[config.mk]
export PLATFORM = sky130hd
export DESIGN_NAME = cnt_mode_ctrl_flat
export DESIGN_NICKNAME = d
export VERILOG_FILES = /design/src/rtl/cnt_mode_ctrl_pkg.sv /design/src/rtl/cnt_mode_ctrl_if.sv /design/src/rtl/cnt_key_chord.sv /design/src/rtl/cnt_mode_ctrl.sv /design/src/flat_wrapper.sv
export SDC_FILE = /design/constraint.sdc
export NUM_CORES = 1
export LEC_CHECK = 0
export CAP_MARGIN = 10
export CORE_ASPECT_RATIO = 0.9
export CORE_UTILIZATION = 59
export CTS_CLUSTER_DIAMETER = 100
export DETAILED_ROUTE_END_ITERATION = 8
export HOLD_SLACK_MARGIN = 0.02
export PLACE_DENSITY = 0.77
export SLEW_MARGIN = 20
export SYNTH_ARGS = -nofsm -noshare
export SYNTH_HDL_FRONTEND = slang
export SYNTH_SLANG_ARGS = --single-unit
[constraint.sdc]
create_clock -name i_clk -period 15 [get_ports i_clk]
set_input_delay 3 -clock i_clk [delete_from_list [all_inputs] [get_ports i_clk]]
set_output_delay 3 -clock i_clk [all_outputs]
set_load 0.05 [all_outputs]
[src/rtl/cnt_mode_ctrl_pkg.sv]
// Shared encodings for the key-count mode controller: modes, key events, blank bits.
package cnt_mode_ctrl_pkg;

    typedef enum logic [1:0] {
        MODE_RUN    = 2'd0,
        MODE_EDIT_H = 2'd1,
        MODE_EDIT_T = 2'd2,
        MODE_EDIT_O = 2'd3
    } mode_e;

    typedef enum logic [1:0] {
        EV_NONE  = 2'd0,
        EV_K1    = 2'd1,
        EV_K2    = 2'd2,
        EV_CHORD = 2'd3
    } ev_e;

    localparam logic [2:0] BLANK_LOW = 3'b111;

    // Digits are summed at 10 bits so an out-of-range edit saturates instead of wrapping.
    function automatic logic [7:0] f_clamp_digits(input logic [3:0] h, input logic [3:0] t,
                                                  input logic [3:0] o, input logic [7:0] vmax);
        logic [9:0] sum;
        sum = 10'(h) * 10'd100 + 10'(t) * 10'd10 + 10'(o);
        return (sum > 10'(vmax)) ? vmax : sum[7:0];
    endfunction

endpackage

[src/rtl/cnt_mode_ctrl_if.sv]
// Key-flag inputs and display-path outputs of the mode controller.
interface cnt_mode_ctrl_if;
    logic       flag1;
    logic       flag2;
    logic [7:0] data_bin;
    logic [5:0] blank;
    logic [1:0] mode;

    modport master (output flag1, flag2, input data_bin, blank, mode);
    modport slave  (input flag1, flag2, output data_bin, blank, mode);
endinterface

[src/rtl/cnt_key_chord.sv]
// Key decoder: pairs key flags arriving within WIN cycles into a chord, else emits single events.
module cnt_key_chord
    import cnt_mode_ctrl_pkg::*;
#(
    parameter int WIN = 1_000_000
) (
    input  logic i_clk,
    input  logic i_rst,
    input  logic i_flag1,
    input  logic i_flag2,
    output ev_e  o_ev
);
    localparam int TW = $clog2(WIN);

    typedef enum logic [1:0] {PEND_NONE, PEND_K1, PEND_K2} pend_e;

    pend_e         r_pend, w_pend_nxt;
    logic [TW-1:0] r_timer, w_timer_nxt;
    ev_e           r_ev, w_ev_nxt;
    ev_e           w_single;
    logic          w_same;

    assign w_single = (r_pend == PEND_K1) ? EV_K1 : EV_K2;
    assign w_same   = (r_pend == PEND_K1) ? i_flag1 : i_flag2;

    // The event is registered one cycle after the timer hits WIN-2, so it lands WIN cycles after the press.
    always_comb begin
        w_pend_nxt  = r_pend;
        w_timer_nxt = r_timer;
        w_ev_nxt    = EV_NONE;
        if (i_flag1 && i_flag2) begin
            w_ev_nxt    = EV_CHORD;
            w_pend_nxt  = PEND_NONE;
            w_timer_nxt = '0;
        end else if (r_pend == PEND_NONE) begin
            if (i_flag1 || i_flag2) begin
                w_pend_nxt  = i_flag1 ? PEND_K1 : PEND_K2;
                w_timer_nxt = '0;
            end
        end else if (w_same) begin
            w_ev_nxt    = w_single;
            w_timer_nxt = '0;
        end else if (i_flag1 || i_flag2) begin
            w_ev_nxt    = EV_CHORD;
            w_pend_nxt  = PEND_NONE;
            w_timer_nxt = '0;
        end else if (r_timer == TW'(WIN - 2)) begin
            w_ev_nxt    = w_single;
            w_pend_nxt  = PEND_NONE;
            w_timer_nxt = '0;
        end else begin
            w_timer_nxt = r_timer + TW'(1);
        end
    end

    always_ff @(posedge i_clk) begin
        if (i_rst) begin
            r_pend  <= PEND_NONE;
            r_timer <= '0;
            r_ev    <= EV_NONE;
        end else begin
            r_pend  <= w_pend_nxt;
            r_timer <= w_timer_nxt;
            r_ev    <= w_ev_nxt;
        end
    end

    assign o_ev = r_ev;

endmodule

[src/rtl/cnt_mode_ctrl.sv]
// Key-count mode controller: RUN up/down counting plus per-digit EDIT modes with blink.
// state  | meaning
// RUN    | K1/K2 count data_bin up/down with wrap, chord loads digits
// EDIT_H | K1/K2 step hundreds digit, hundreds blinks
// EDIT_T | K1/K2 step tens digit, tens blinks
// EDIT_O | K1/K2 step ones digit, next chord returns to RUN
module cnt_mode_ctrl
    import cnt_mode_ctrl_pkg::*;
#(
    parameter int WIN   = 1_000_000,
    parameter int BLINK = 12_500_000,
    parameter int MAX   = 255
) (
    input  logic           i_clk,
    input  logic           i_rst,
    cnt_mode_ctrl_if.slave bus
);
    localparam int         BW    = $clog2(BLINK);
    localparam logic [7:0] V_MAX = 8'(MAX);
    localparam logic [3:0] H_MAX = 4'(MAX / 100);

    ev_e           w_ev;
    mode_e         r_mode, w_mode_nxt;
    logic [7:0]    r_value, w_value_nxt;
    logic [3:0]    r_h, r_t, r_o, w_h_nxt, w_t_nxt, w_o_nxt;
    logic [BW-1:0] r_blink_cnt, w_blink_nxt;
    logic          r_phase, w_phase_nxt;
    logic [5:0]    w_blank;

    cnt_key_chord #(.WIN(WIN)) u_key_chord (
        .i_clk   (i_clk),
        .i_rst   (i_rst),
        .i_flag1 (bus.flag1),
        .i_flag2 (bus.flag2),
        .o_ev    (w_ev)
    );

    always_comb begin
        w_mode_nxt  = r_mode;
        w_value_nxt = r_value;
        w_h_nxt     = r_h;
        w_t_nxt     = r_t;
        w_o_nxt     = r_o;
        w_blink_nxt = r_blink_cnt;
        w_phase_nxt = r_phase;

        case (r_mode)
            MODE_RUN: begin
                case (w_ev)
                    EV_K1:    w_value_nxt = (r_value == V_MAX) ? 8'd0 : r_value + 8'd1;
                    EV_K2:    w_value_nxt = (r_value == 8'd0) ? V_MAX : r_value - 8'd1;
                    EV_CHORD: begin
                        w_mode_nxt = MODE_EDIT_H;
                        w_h_nxt    = 4'(r_value / 8'd100);
                        w_t_nxt    = 4'((r_value % 8'd100) / 8'd10);
                        w_o_nxt    = 4'(r_value % 8'd10);
                    end
                    default: ;
                endcase
            end
            MODE_EDIT_H: begin
                case (w_ev)
                    EV_K1:    w_h_nxt = (r_h == H_MAX) ? 4'd0 : r_h + 4'd1;
                    EV_K2:    w_h_nxt = (r_h == 4'd0) ? H_MAX : r_h - 4'd1;
                    EV_CHORD: w_mode_nxt = MODE_EDIT_T;
                    default: ;
                endcase
            end
            MODE_EDIT_T: begin
                case (w_ev)
                    EV_K1:    w_t_nxt = (r_t == 4'd9) ? 4'd0 : r_t + 4'd1;
                    EV_K2:    w_t_nxt = (r_t == 4'd0) ? 4'd9 : r_t - 4'd1;
                    EV_CHORD: w_mode_nxt = MODE_EDIT_O;
                    default: ;
                endcase
            end
            MODE_EDIT_O: begin
                case (w_ev)
                    EV_K1:    w_o_nxt = (r_o == 4'd9) ? 4'd0 : r_o + 4'd1;
                    EV_K2:    w_o_nxt = (r_o == 4'd0) ? 4'd9 : r_o - 4'd1;
                    EV_CHORD: w_mode_nxt = MODE_RUN;
                    default: ;
                endcase
            end
            default: ;
        endcase

        if (r_mode != MODE_RUN) begin
            w_value_nxt = f_clamp_digits(w_h_nxt, w_t_nxt, w_o_nxt, V_MAX);
            if (r_blink_cnt == BW'(BLINK - 1)) begin
                w_blink_nxt = '0;
                w_phase_nxt = ~r_phase;
            end else begin
                w_blink_nxt = r_blink_cnt + BW'(1);
            end
        end

        // Any mode change or digit step restarts the blink with the digit lit.
        if ((w_mode_nxt != r_mode) || ((r_mode != MODE_RUN) && (w_ev == EV_K1 || w_ev == EV_K2))) begin
            w_blink_nxt = '0;
            w_phase_nxt = 1'b0;
        end
    end

    always_ff @(posedge i_clk) begin
        if (i_rst) begin
            r_mode      <= MODE_RUN;
            r_value     <= 8'd0;
            r_h         <= 4'd0;
            r_t         <= 4'd0;
            r_o         <= 4'd0;
            r_blink_cnt <= '0;
            r_phase     <= 1'b0;
        end else begin
            r_mode      <= w_mode_nxt;
            r_value     <= w_value_nxt;
            r_h         <= w_h_nxt;
            r_t         <= w_t_nxt;
            r_o         <= w_o_nxt;
            r_blink_cnt <= w_blink_nxt;
            r_phase     <= w_phase_nxt;
        end
    end

    always_comb begin
        w_blank = {3'b000, BLANK_LOW};
        case (r_mode)
            MODE_EDIT_H: w_blank[5] = r_phase;
            MODE_EDIT_T: w_blank[4] = r_phase;
            MODE_EDIT_O: w_blank[3] = r_phase;
            default: ;
        endcase
    end

    assign bus.data_bin = r_value;
    assign bus.mode     = r_mode;
    assign bus.blank    = w_blank;

endmodule

[src/flat_wrapper.sv]
// flat-port wrapper written by rule: the top's interface ports become plain ports
module cnt_mode_ctrl_flat import cnt_mode_ctrl_pkg::*;
#(
    parameter int WIN   = 1_000_000,
    parameter int BLINK = 12_500_000,
    parameter int MAX   = 255
)
  (i_clk, i_rst, bus_flag1, bus_flag2, bus_data_bin, bus_blank, bus_mode);
  cnt_mode_ctrl_if bus_i ();
  input  logic i_clk;
  input  logic i_rst;
  input wire logic [$bits(bus_i.flag1)-1:0] bus_flag1;
  input wire logic [$bits(bus_i.flag2)-1:0] bus_flag2;
  output wire logic [$bits(bus_i.data_bin)-1:0] bus_data_bin;
  output wire logic [$bits(bus_i.blank)-1:0] bus_blank;
  output wire logic [$bits(bus_i.mode)-1:0] bus_mode;
  assign bus_i.flag1 = bus_flag1;
  assign bus_i.flag2 = bus_flag2;
  assign bus_data_bin = bus_i.data_bin;
  assign bus_blank = bus_i.blank;
  assign bus_mode = bus_i.mode;
  cnt_mode_ctrl #(.WIN(WIN), .BLINK(BLINK), .MAX(MAX)) u_core (.i_clk(i_clk), .i_rst(i_rst), .bus(bus_i));
endmodule
-- Word-level counts from Yosys, hierarchy flattened
Cells that the tools add are included.
Widths: inputs -> output; s select.
- word-level logic and storage cells: 114
- flip-flop bits (word level): 71
- input bits: 4
- reductions and logical operators: 20
- eq/ne operators: 16
- $add $sub $neg: 12
- $lt $le $gt $ge: 1
- div/mod/pow operators: 4
- bitwise operators: 1
- multiplexer cells: 48
- multiply operators: 2
- operator list (cell ; number):
    $mux 20 ; 5
    $pmux 4 s2 ; 6
    $mux 8 ; 5
    $mux 4 ; 9
    $mux 2 ; 16
    $add 24x1->24 const B ; 1
    $eq 24x24->1 const B ; 1
    $mux 24 ; 1
    $add 20x1->20 const B ; 1
    $eq 20x20->1 const B ; 1
    $pmux 8 s2 ; 1
    $add 4x1->4 const B ; 3
    $logic_not 4->1 ; 3
    $sub 4x1->4 const B ; 3
    $add 10x4->10 ; 1
    $add 10x8->10 ; 1
    $gt 10x8->1 const B ; 1
    $add 8x1->8 const B ; 1
    $div 8x4->8 const B ; 1
    $div 8x7->8 const B ; 1
    $eq 2x2->1 const B ; 4
    $eq 4x4->1 const B ; 2
    $eq 8x8->1 const B ; 1
    $logic_not 8->1 ; 1
    20 further kinds ; 34

-- Longest topological paths before layout
Gate-level depths: netlist of the first run.
- depth in word-level cells: 10
- gate-level depth with buffers: 22
- depth with buffers taken out: 22

-- By module
A second synthesis of the first run with hierarchy kept.
- cells, all modules: 850
- area, all modules: 6462.4 um2
- modules (own cells, without submodules) (module ; instances ; area each (um2) ; cells each):
    cnt_mode_ctrl ; 1 ; 5268.8 ; 705
    cnt_key_chord ; 1 ; 1193.6 ; 145

-- Worst setup path before layout of the first run
Ideal clock, no wire load.
- path type: flip-flop to flip-flop
- start point: reg u_core.r_value[0] (netlist: u_core.bus.data_bin[0])
- end point: reg u_core.r_value[3] (netlist: u_core.bus.data_bin[3])
- cell stages (with the launch flop): 20
- path slack: 9.837 ns
- period minus slack after synthesis: 5.163 ns
- required time: 14.868 ns
- arrival time: 5.031 ns
- cells stage by stage: dfxtp_1 inv_1 ha_1 or2_2 maj3_2 a21o_1 a221o_1 ha_1 ha_1 fa_1 xnor2_1 ha_1 ha_1 o21a_1 o21a_1 o22ai_1 xnor2_1 or3_1 o221ai_1 a21oi_1
- word-level cells in the longest chain between the ends: 10
- ends and longest elaborated chain (what ; line ; RTL):
    start, declared ; cnt_mode_ctrl.sv:24 ; logic [7:0] r_value, w_value_nxt;
    start signal, assigned ; cnt_mode_ctrl.sv:116 ; r_value <= w_value_nxt;
    $mod 8x7->8 * ; cnt_mode_ctrl.sv:55 ; w_t_nxt = 4'((r_value % 8'd100) / 8'd10);
    $div 8x4->8 * ; cnt_mode_ctrl.sv:55 ;
    $mux 4 * ; cnt_mode_ctrl.sv:49 ; case (w_ev)
    $pmux 4 s2 * ; cnt_mode_ctrl.sv:47 ; case (r_mode)
    via u_core.w_t_nxt[0] ; cnt_mode_ctrl.sv:25 ; logic [3:0] r_h, r_t, r_o, w_h_nxt, w_t_nxt, w_o_nxt;
    $mul 4x3->7 * ; cnt_mode_ctrl_pkg.sv:24 ; sum = 10'(h) * 10'd100 + 10'(t) * 10'd10 + 10'(o);
    $add 10x8->10 * ; cnt_mode_ctrl_pkg.sv:24 ;
    $add 10x4->10 * ; cnt_mode_ctrl_pkg.sv:24 ;
    $gt 10x8->1 ; cnt_mode_ctrl_pkg.sv:25 ; return (sum > 10'(vmax)) ? vmax : sum[7:0];
    $mux 8 * ; cnt_mode_ctrl_pkg.sv:25 ;
    $mux 8 * ; cnt_mode_ctrl.sv:88 ; if (r_mode != MODE_RUN) begin
Mark *: on every way through the listed nets, which the timed path passes. The rest lies on a longest branch. The select of a mux whose other input is x is not followed.
A chain may end at the register's enable or synchronous reset.

-- Worst setup path in the final report of the first run
- start point: reg u_core.r_value[7] (netlist: u_core.bus.data_bin[7])
- end point: reg u_core.r_value[3] (netlist: u_core.bus.data_bin[3])
Same word-level chain as after synthesis.

==> results of run 1 <==
[sequential cells by signal, indices dropped and copies added (netlist names)]
register                    count
u_core.r_o                      4
u_core.bus.mode                 2
u_core.bus.data_bin             8
u_core.u_key_chord.r_timer     20
u_core.u_key_chord.r_pend       2
u_core.r_t                      4
u_core.r_phase                  1
u_core.u_key_chord.o_ev         2
u_core.r_h                      4
u_core.r_blink_cnt             24
[kinds of logic (layout without fill, tap and decap cells)]
logic type | Yosys count | after routing | share of synthesized area
and+or+nand+nor | 299 | 299 | 0.2525
DFF | 71 | 71 | 0.2418
buffers and inverters | 81 | 74 | 0.07152
other | 1 | 3 | 0.0006380
muxes | 4 | 4 | 0.006812
AOI/OAI and AO/OA | 191 | 191 | 0.2188
xor gates and xnor gates | 54 | 54 | 0.08046
adders and majority gates | 57 | 57 | 0.1275
[area by class of cell]
cell class / count / area, um2 / area share
multi-input cells: 608 / 4044 / 0.6549
flip-flops and latches: 71 / 1421 / 0.2302
repair buffers: 17 / 167.7 / 0.02715
well taps: 126 / 157.7 / 0.02553
inverters: 41 / 153.9 / 0.02492
clock buffers: 10 / 137.6 / 0.02229
clock inverters: 6 / 92.59 / 0.01499
[worst paths after layout]
kind | slack, ns | cells past startpoint | endpoint
hold reg to reg | 0.51 | 2 | u_core.u_key_chord.r_timer[0]
hold / removal | 0.51 | 2 | u_core.u_key_chord.r_timer[0]
setup reg to reg | 9.25 | 19 | u_core.bus.data_bin[3]
setup / recovery | 9.25 | 19 | u_core.bus.data_bin[3]
[stage by stage]
step / instance area (um2) / power [uW] / utilization / std cells
final: 6175 / 497.4 / 0.6394 / 879
after detailed placement: 5944 / 322.0 / 0.6156 / 863
after CTS: 6175 / 497.0 / 0.6394 / 879
after global placement: 5944 / 319.6 / 0.6156 / 863
after global routing: 6175 / 520.6 / 0.6394 / 879
after floorplan: 5886 / 300.4 / - / 760
[cell usage in the layout, fill, tap and decap left out, types with 5 or more instances in the layout]
cell / n
nand4_1: 16
o32ai_1: 5
o22ai_1: 8
o211ai_1: 7
o221ai_1: 6
clkdlybuf4s50_1: 16
nand2b_1: 10
clkbuf_8: 10
nor2_1: 95
nand3_1: 35
and3_1: 9
nor3_1: 16
xnor2_1: 19
dfxtp_1: 71
a211oi_1: 8
inv_1: 40
a21oi_1: 48
o21ai_0: 41
ha_1: 51
and2_1: 13
xor2_1: 35
a22oi_1: 5
a221oi_1: 9
or3_1: 5
fa_1: 5
nor2b_1: 13
a31oi_1: 5
o21bai_1: 8
nand2_1: 53
nor4_1: 7
[synthesized netlist by cell type, types with 4 or more instances]
| cell type | n |
|---|---|
| nand3b_1 | 4 |
| mux2i_1 | 4 |
| o21ai_0 | 41 |
| and3_1 | 9 |
| buf_2 | 5 |
| buf_4 | 4 |
| nand2_1 | 53 |
| and2_1 | 13 |
| xor2_1 | 35 |
| o211ai_1 | 7 |
| nand4_1 | 16 |
| inv_1 | 40 |
| nor3_1 | 16 |
| o21a_1 | 4 |
| clkbuf_8 | 8 |
| o211a_1 | 4 |
| nand3_1 | 35 |
| o21bai_1 | 8 |
| ha_1 | 51 |
| dfxtp_1 | 71 |
| a21oi_1 | 48 |
| a21o_1 | 4 |
| nor2_1 | 95 |
| nand2b_1 | 10 |
| or3_1 | 5 |
| o32ai_1 | 5 |
| a31oi_1 | 5 |
| fa_1 | 5 |
| nor2b_1 | 13 |
| o221ai_1 | 6 |
| a22oi_1 | 5 |
| a211oi_1 | 8 |
| xnor2_1 | 19 |
| a221oi_1 | 9 |
| o22ai_1 | 8 |
| clkbuf_1 | 21 |
| nor4_1 | 7 |
[worst max-delay path: stages (launching register included)]
cell and delay [ns]:
dfxtp_1 1.01, o21ai_0 0.25, a211oi_2 0.26, o22ai_1 0.11
maj3_2 0.36, a21o_1 0.21, a221o_1 0.41, ha_1 0.22
ha_1 0.21, fa_1 0.39, xnor2_1 0.14, ha_1 0.31
ha_1 0.34, o21a_1 0.21, o21a_1 0.17, o22ai_1 0.19
xnor2_1 0.11, or3_1 0.43, o221ai_1 0.20, a21oi_1 0.08
[routing by layer]
layer,wire length (um),part of all wire,vias up
met3,1075,0.074,30
met5,0,0,-
met1,6720,0.46,2652
li1,-,-,2694
met4,244,0.017,0
met2,6485,0.45,231
[report_power, final]
part,total [uW],switching (uW),internal [uW]
registers,209,16.9,192
logic,112,70.0,42.3
clock network,176,77.0,98.9
total,497,164,334
==> out/qor.yml, run 1 <==
run_status:
  status: "completed"
grt:
  grt_pass1_wl_um: 24030
  grt_overflow: 0
  grt_use_met2: 0.4347
  met1_usage: 0.4016
  gr-max-usage-layer: "met2"
  grt_pass1_vias: 5070
  grt_usage: 0.2861
  antenna_found_initial: 0
  grt_max_degree: 35
  grtUsageMet3: 0.07075
min_path:
  hp-class: "flop to flop"
  min-delay-start: "u_core.u_key_chord.r_timer[0]"
timing:
  final.period_utilization: 0.3836
  timing.hold.ws_ns: 0.5123
  finClkSkew_ns: 0.007468
  slew_headroom: 0.3089
  tns_ns: 0
  period_minus_slack_ns: 5.755
  setup_ws_ns: 9.245
  finalSetupViolCount: 0
  fmax_mhz: 173.8
  rsz0062_at_grt: "no"
  slew_violations: 0
  worstMarginPinSlew_ns: 1.035
  hold_viol: 0
detailed_routing:
  drt-total-wl_um: 14520
  drc_errors: 0
  vias_per_cell: 6.379
  vias: 5607
  drtIter0Drc: 515
  first_pass_iters: 5
  final_antenna_net_count: 0
  wire_per_inst_um: 16.52
cts:
  path_clk_slew_ns: 0.08
  postCtsResizedCells: 0
  cts-root-buf: "clkbuf_8"
  clock_sinks: 71
  cts_tree: "done"
  htree_levels: 3
  cts-hold-fix-buffers: 0
  cts_buffer_depth: 2
  cts-buffers-inserted: 9
  insertion_delay_ns: 0.36
  post_cts_buffers: 0
finish:
  diodes: 0
  nFillCells: 829
  area_delta_synth_final_pct: 5.045
  drive_above_1_share: 0.04117
  final_nets: 808
yosys:
  ys_ff_latch: 71
  yosys_warnings: 0
  synth_top_area_cell: "dfxtp_1"
  syn-mean-instance-area_um2: 7.755
  synth_area_um2: 5878
  synthCells: 758
  synth_edf_count: 0
  async_flop_share: 0
  post-synth-top-area-fraction: 0.2418
  synthTopCellsByArea: "dfxtp_1 24%, ha_1 11%, nor2_1 6.1%"
  ys.flop_type: "dfxtp_1"
  ys_types: 75
  yosysSeqAreaShare: 0.2418
place:
  place.gp.congestion: 0.9409
  place_hpwl_um: 10450
  io_buffers: 16
  dpl_worst_slack_ns: 9.351
die:
  rows: 34
  die_height_um: 96.69
  die_w_um: 107.2
  core_area_um2: 9657
  start_util: 0.6087
  dieArea_um2: 10370
  io_pins: 20
worst_setup_path:
  worstPathMaxFanout: 34
  worstPathRequired_ns: 15.25
  critPathKind: "flop to flop"
  crit_path_end_kind: "flop"
  critPathLaunchType: "flop"
  cp.arrival_ns: 6.00
  timing.rr.start: "u_core.bus.data_bin[7]"
  cp-startpoint: "u_core.bus.data_bin[7]"
pwr:
  ir_drop_uv: 52.18
  leakage_uw: 0.002492
  power.density_nw_per_um2: 80.56
job:
  cap_violations: 0
Power figures use the tool's default switching activity.
==> run 2, diff against run 1 <==
==> constraint.sdc (replaced) <==
create_clock -name i_clk -period 5.4 [get_ports i_clk]
set_input_delay 1.08 -clock i_clk [delete_from_list [all_inputs] [get_ports i_clk]]
set_output_delay 1.08 -clock i_clk [all_outputs]
set_load 0.05 [all_outputs]
==> run 2 against run 1 <==
Against the previous run: wire length up 1.7%; largest power group unchanged; sequential share of layout area is 0.46 points lower; die area unchanged; fmax grew 12%; final area grew 2.4%; combinational power rose to 3.2 times the previous value; register-to-register slack worse by 9.0 ns.
==> out/qor.yml, run 2 (synthesized netlist as in run 1, its figures left out) <==
worst_setup_path:
  worstPathRequired_ns: 5.64  # was 15.25 ns
  cp.arrival_ns: 5.40  # was 6.00 ns
  critPathLaunchType: "flop"  # unchanged
  worstPathMaxFanout: 9  # was 34
  critPathKind: "flop to flop"  # unchanged
  timing.critical_path.buf_inv: 1  # was 0
  cp_common_cell: "ha_1"  # unchanged
  crit_chain: "buf_4, and3b_2, a221oi_1, o22ai_1, o21bai_1, a21o_1, a221o_1, ha_1, ha_1, fa_1, xnor2_1, ha_1, ha_1, o21a_1, o21a_1, o22ai_1, xnor2_1, or3_1, o221ai_1, a21oi_1"  # was o21ai_0, a211oi_2, o22ai_1, maj3_2, a21o_1, a221o_1, ha_1, ha_1, fa_1, xnor2_1, ha_1, ha_1, o21a_1, o21a_1, o22ai_1, xnor2_1, or3_1, o221ai_1, a21oi_1
  crit_path_top_delay_cell: "a221o_1"  # was dfxtp_1
  crit_path_end_kind: "flop"  # unchanged
  path_delay_family: "compound AO/OA/AOI/OAI gates"  # unchanged
  slowest_delay_ns: 0.43  # was 1.01 ns
min_path:
  hp-class: "flop to flop"  # unchanged
die:
  core_area_um2: 9657  # unchanged
  start_util: 0.6087  # unchanged
  die_height_um: 96.69  # unchanged
  rows: 34  # unchanged
  io_pins: 20  # unchanged
  dieArea_um2: 10370  # unchanged
  die_w_um: 107.2  # unchanged
grt:
  grt_overflow: 0  # unchanged
  grt_pass1_wl_um: 24300  # was 24030 um
  grt_usage: 0.2894  # was 0.2861
  grt_pass1_vias: 5162  # was 5070
  antenna_found_initial: 0  # unchanged
  grt_max_degree: 25  # was 35
run_status:
  status: "completed"  # unchanged
timing:
  slew_violations: 0  # unchanged
  rsz0062_at_grt: "no"  # unchanged
  finClkSkew_ns: 0.007794  # was 0.007468 ns
  tns_ns: 0  # unchanged
  finalSetupViolCount: 0  # unchanged
  slew_headroom: 0.4211  # was 0.3089
  hold_viol: 0  # unchanged
  period_minus_slack_ns: 5.161  # was 5.755 ns
  worstMarginPinSlew_ns: 0.8605  # was 1.035 ns
  final.period_utilization: 0.9557  # was 0.3836
  fmax_mhz: 193.8  # was 173.8 MHz
cts:
  htree_levels: 3  # unchanged
  cts-buffers-inserted: 9  # unchanged
  postCtsResizedCells: 0  # unchanged
  post_cts_buffers: 0  # unchanged
  cts-root-buf: "clkbuf_8"  # unchanged
  cts_buffer_depth: 2  # unchanged
  cts_tree: "done"  # unchanged
  insertion_delay_ns: 0.36  # about the same
  cts-hold-fix-buffers: 0  # unchanged
  clock_sinks: 71  # unchanged
  path_clk_slew_ns: 0.08  # about the same
detailed_routing:
  final_antenna_net_count: 0  # unchanged
  drtIter0Drc: 641  # was 515
  first_pass_iters: 6  # was 5
  vias_per_cell: 6.281  # was 6.379
  drc_errors: 0  # unchanged
  drt-total-wl_um: 14770  # was 14520 um
  vias: 5684  # was 5607
  wire_per_inst_um: 16.32  # was 16.52 um
finish:
  final_common_cell: "nor2_1"  # unchanged
  largest-register: "u_core.r_blink_cnt"  # unchanged
  drive_above_1_share: 0.07831  # was 0.04117
  largest_reg_flops: 24  # unchanged
  layout_common_cells: "95 x nor2_1, 67 x dfxtp_1, 53 x nand2_1"  # was 95 x nor2_1, 71 x dfxtp_1, 53 x nand2_1
  diodes: 0  # unchanged
  area_delta_synth_final_pct: 7.578  # was 5.045%
  seqCellArea_um2: 1426  # was 1421 um2
  nFillCells: 813  # was 829
  utilization: 0.6548  # was 0.6394
  fin_cells: 905  # was 879
  multi_input_area_um2: 4046  # was 4044 um2
  final_nets: 835  # was 808
pwr:
  ir_drop_uv: 127.2  # was 52.18 uV
  power.density_nw_per_um2: 204.5  # was 80.56 nW/um2
  leakage_uw: 0.002598  # was 0.002492 uW
place:
  place.gp.congestion: 0.8933  # was 0.9409
  place_inst: 890  # was 863
  io_buffers: 16  # unchanged
  place_hpwl_um: 11010  # was 10450 um
job:
  cap_violations: 0  # unchanged
run 2: cell count changes in the layout (fill, tap and decap cells not counted), moves of 2 or more:
cell,before,now
buf_4,1,28
dfxtp_1,71,67
dfxtp_2,0,4
bufinv_16,2,0
clkbuf_1,0,2
run 2: path summary, 6_finish.rpt:
| check | slack [ns] | depth (start not counted) | start | end |
|---|---|---|---|---|
| max | 0.24 | 20 | u_core.bus.data_bin[5] | u_core.bus.data_bin[3] |
| max reg2reg | 0.24 | 20 | u_core.bus.data_bin[5] | u_core.bus.data_bin[3] |
| min reg2reg | 0.50 | 2 | u_core.u_key_chord.r_timer[0] | u_core.u_key_chord.r_timer[0] |
| min | 0.50 | 2 | u_core.u_key_chord.r_timer[0] | u_core.u_key_chord.r_timer[0] |
run 2: where the power goes:
part           switching [uW]  internal [uW]
combinational             227            135
sequential               20.2            535
clock                     200            176
total                     447            846
run 2: per-layer routing:
layer | global-route usage | vias to the layer above | routed length, um
li1 | - | 2732 | -
met1 | 0.4131 | 2655 | 6823
met2 | 0.4263 | 260 | 6372
met3 | 0.07075 | 37 | 1263
met4 | 0.09062 | 0 | 312
met5 | 0 | - | 0
run 2: cell type report:
cell class	count	share of cell area
Timing Repair Buffer	44	0.05857
Inverter	41	0.02493
Sequential cell	71	0.2256
Clock buffer	12	0.02295
Tap cell	126	0.02493
Multi-Input combinational cell	608	0.6399
Clock inverter	3	0.003166
run 2: tightest hold or removal path, cell delays in order (launching register included):
cell     delay, ns
dfxtp_1       0.34
nand2_1       0.06
a21oi_1       0.06
run 2: through the flow:
step           power (uW)  area (um2)  setup WS (ns)  hold WS, ns
3_3_place_gp        910.8        6147         0.2990       0.4803
3_5_place_dp        918.0        6147         0.2191       0.4895
6_report             1293        6324         0.2390       0.5026
2_1_floorplan       834.3        5886         0.2367       0.4666
5_1_grt              1358        6324        0.03735       0.5230
4_1_cts              1293        6312         0.1979       0.5006
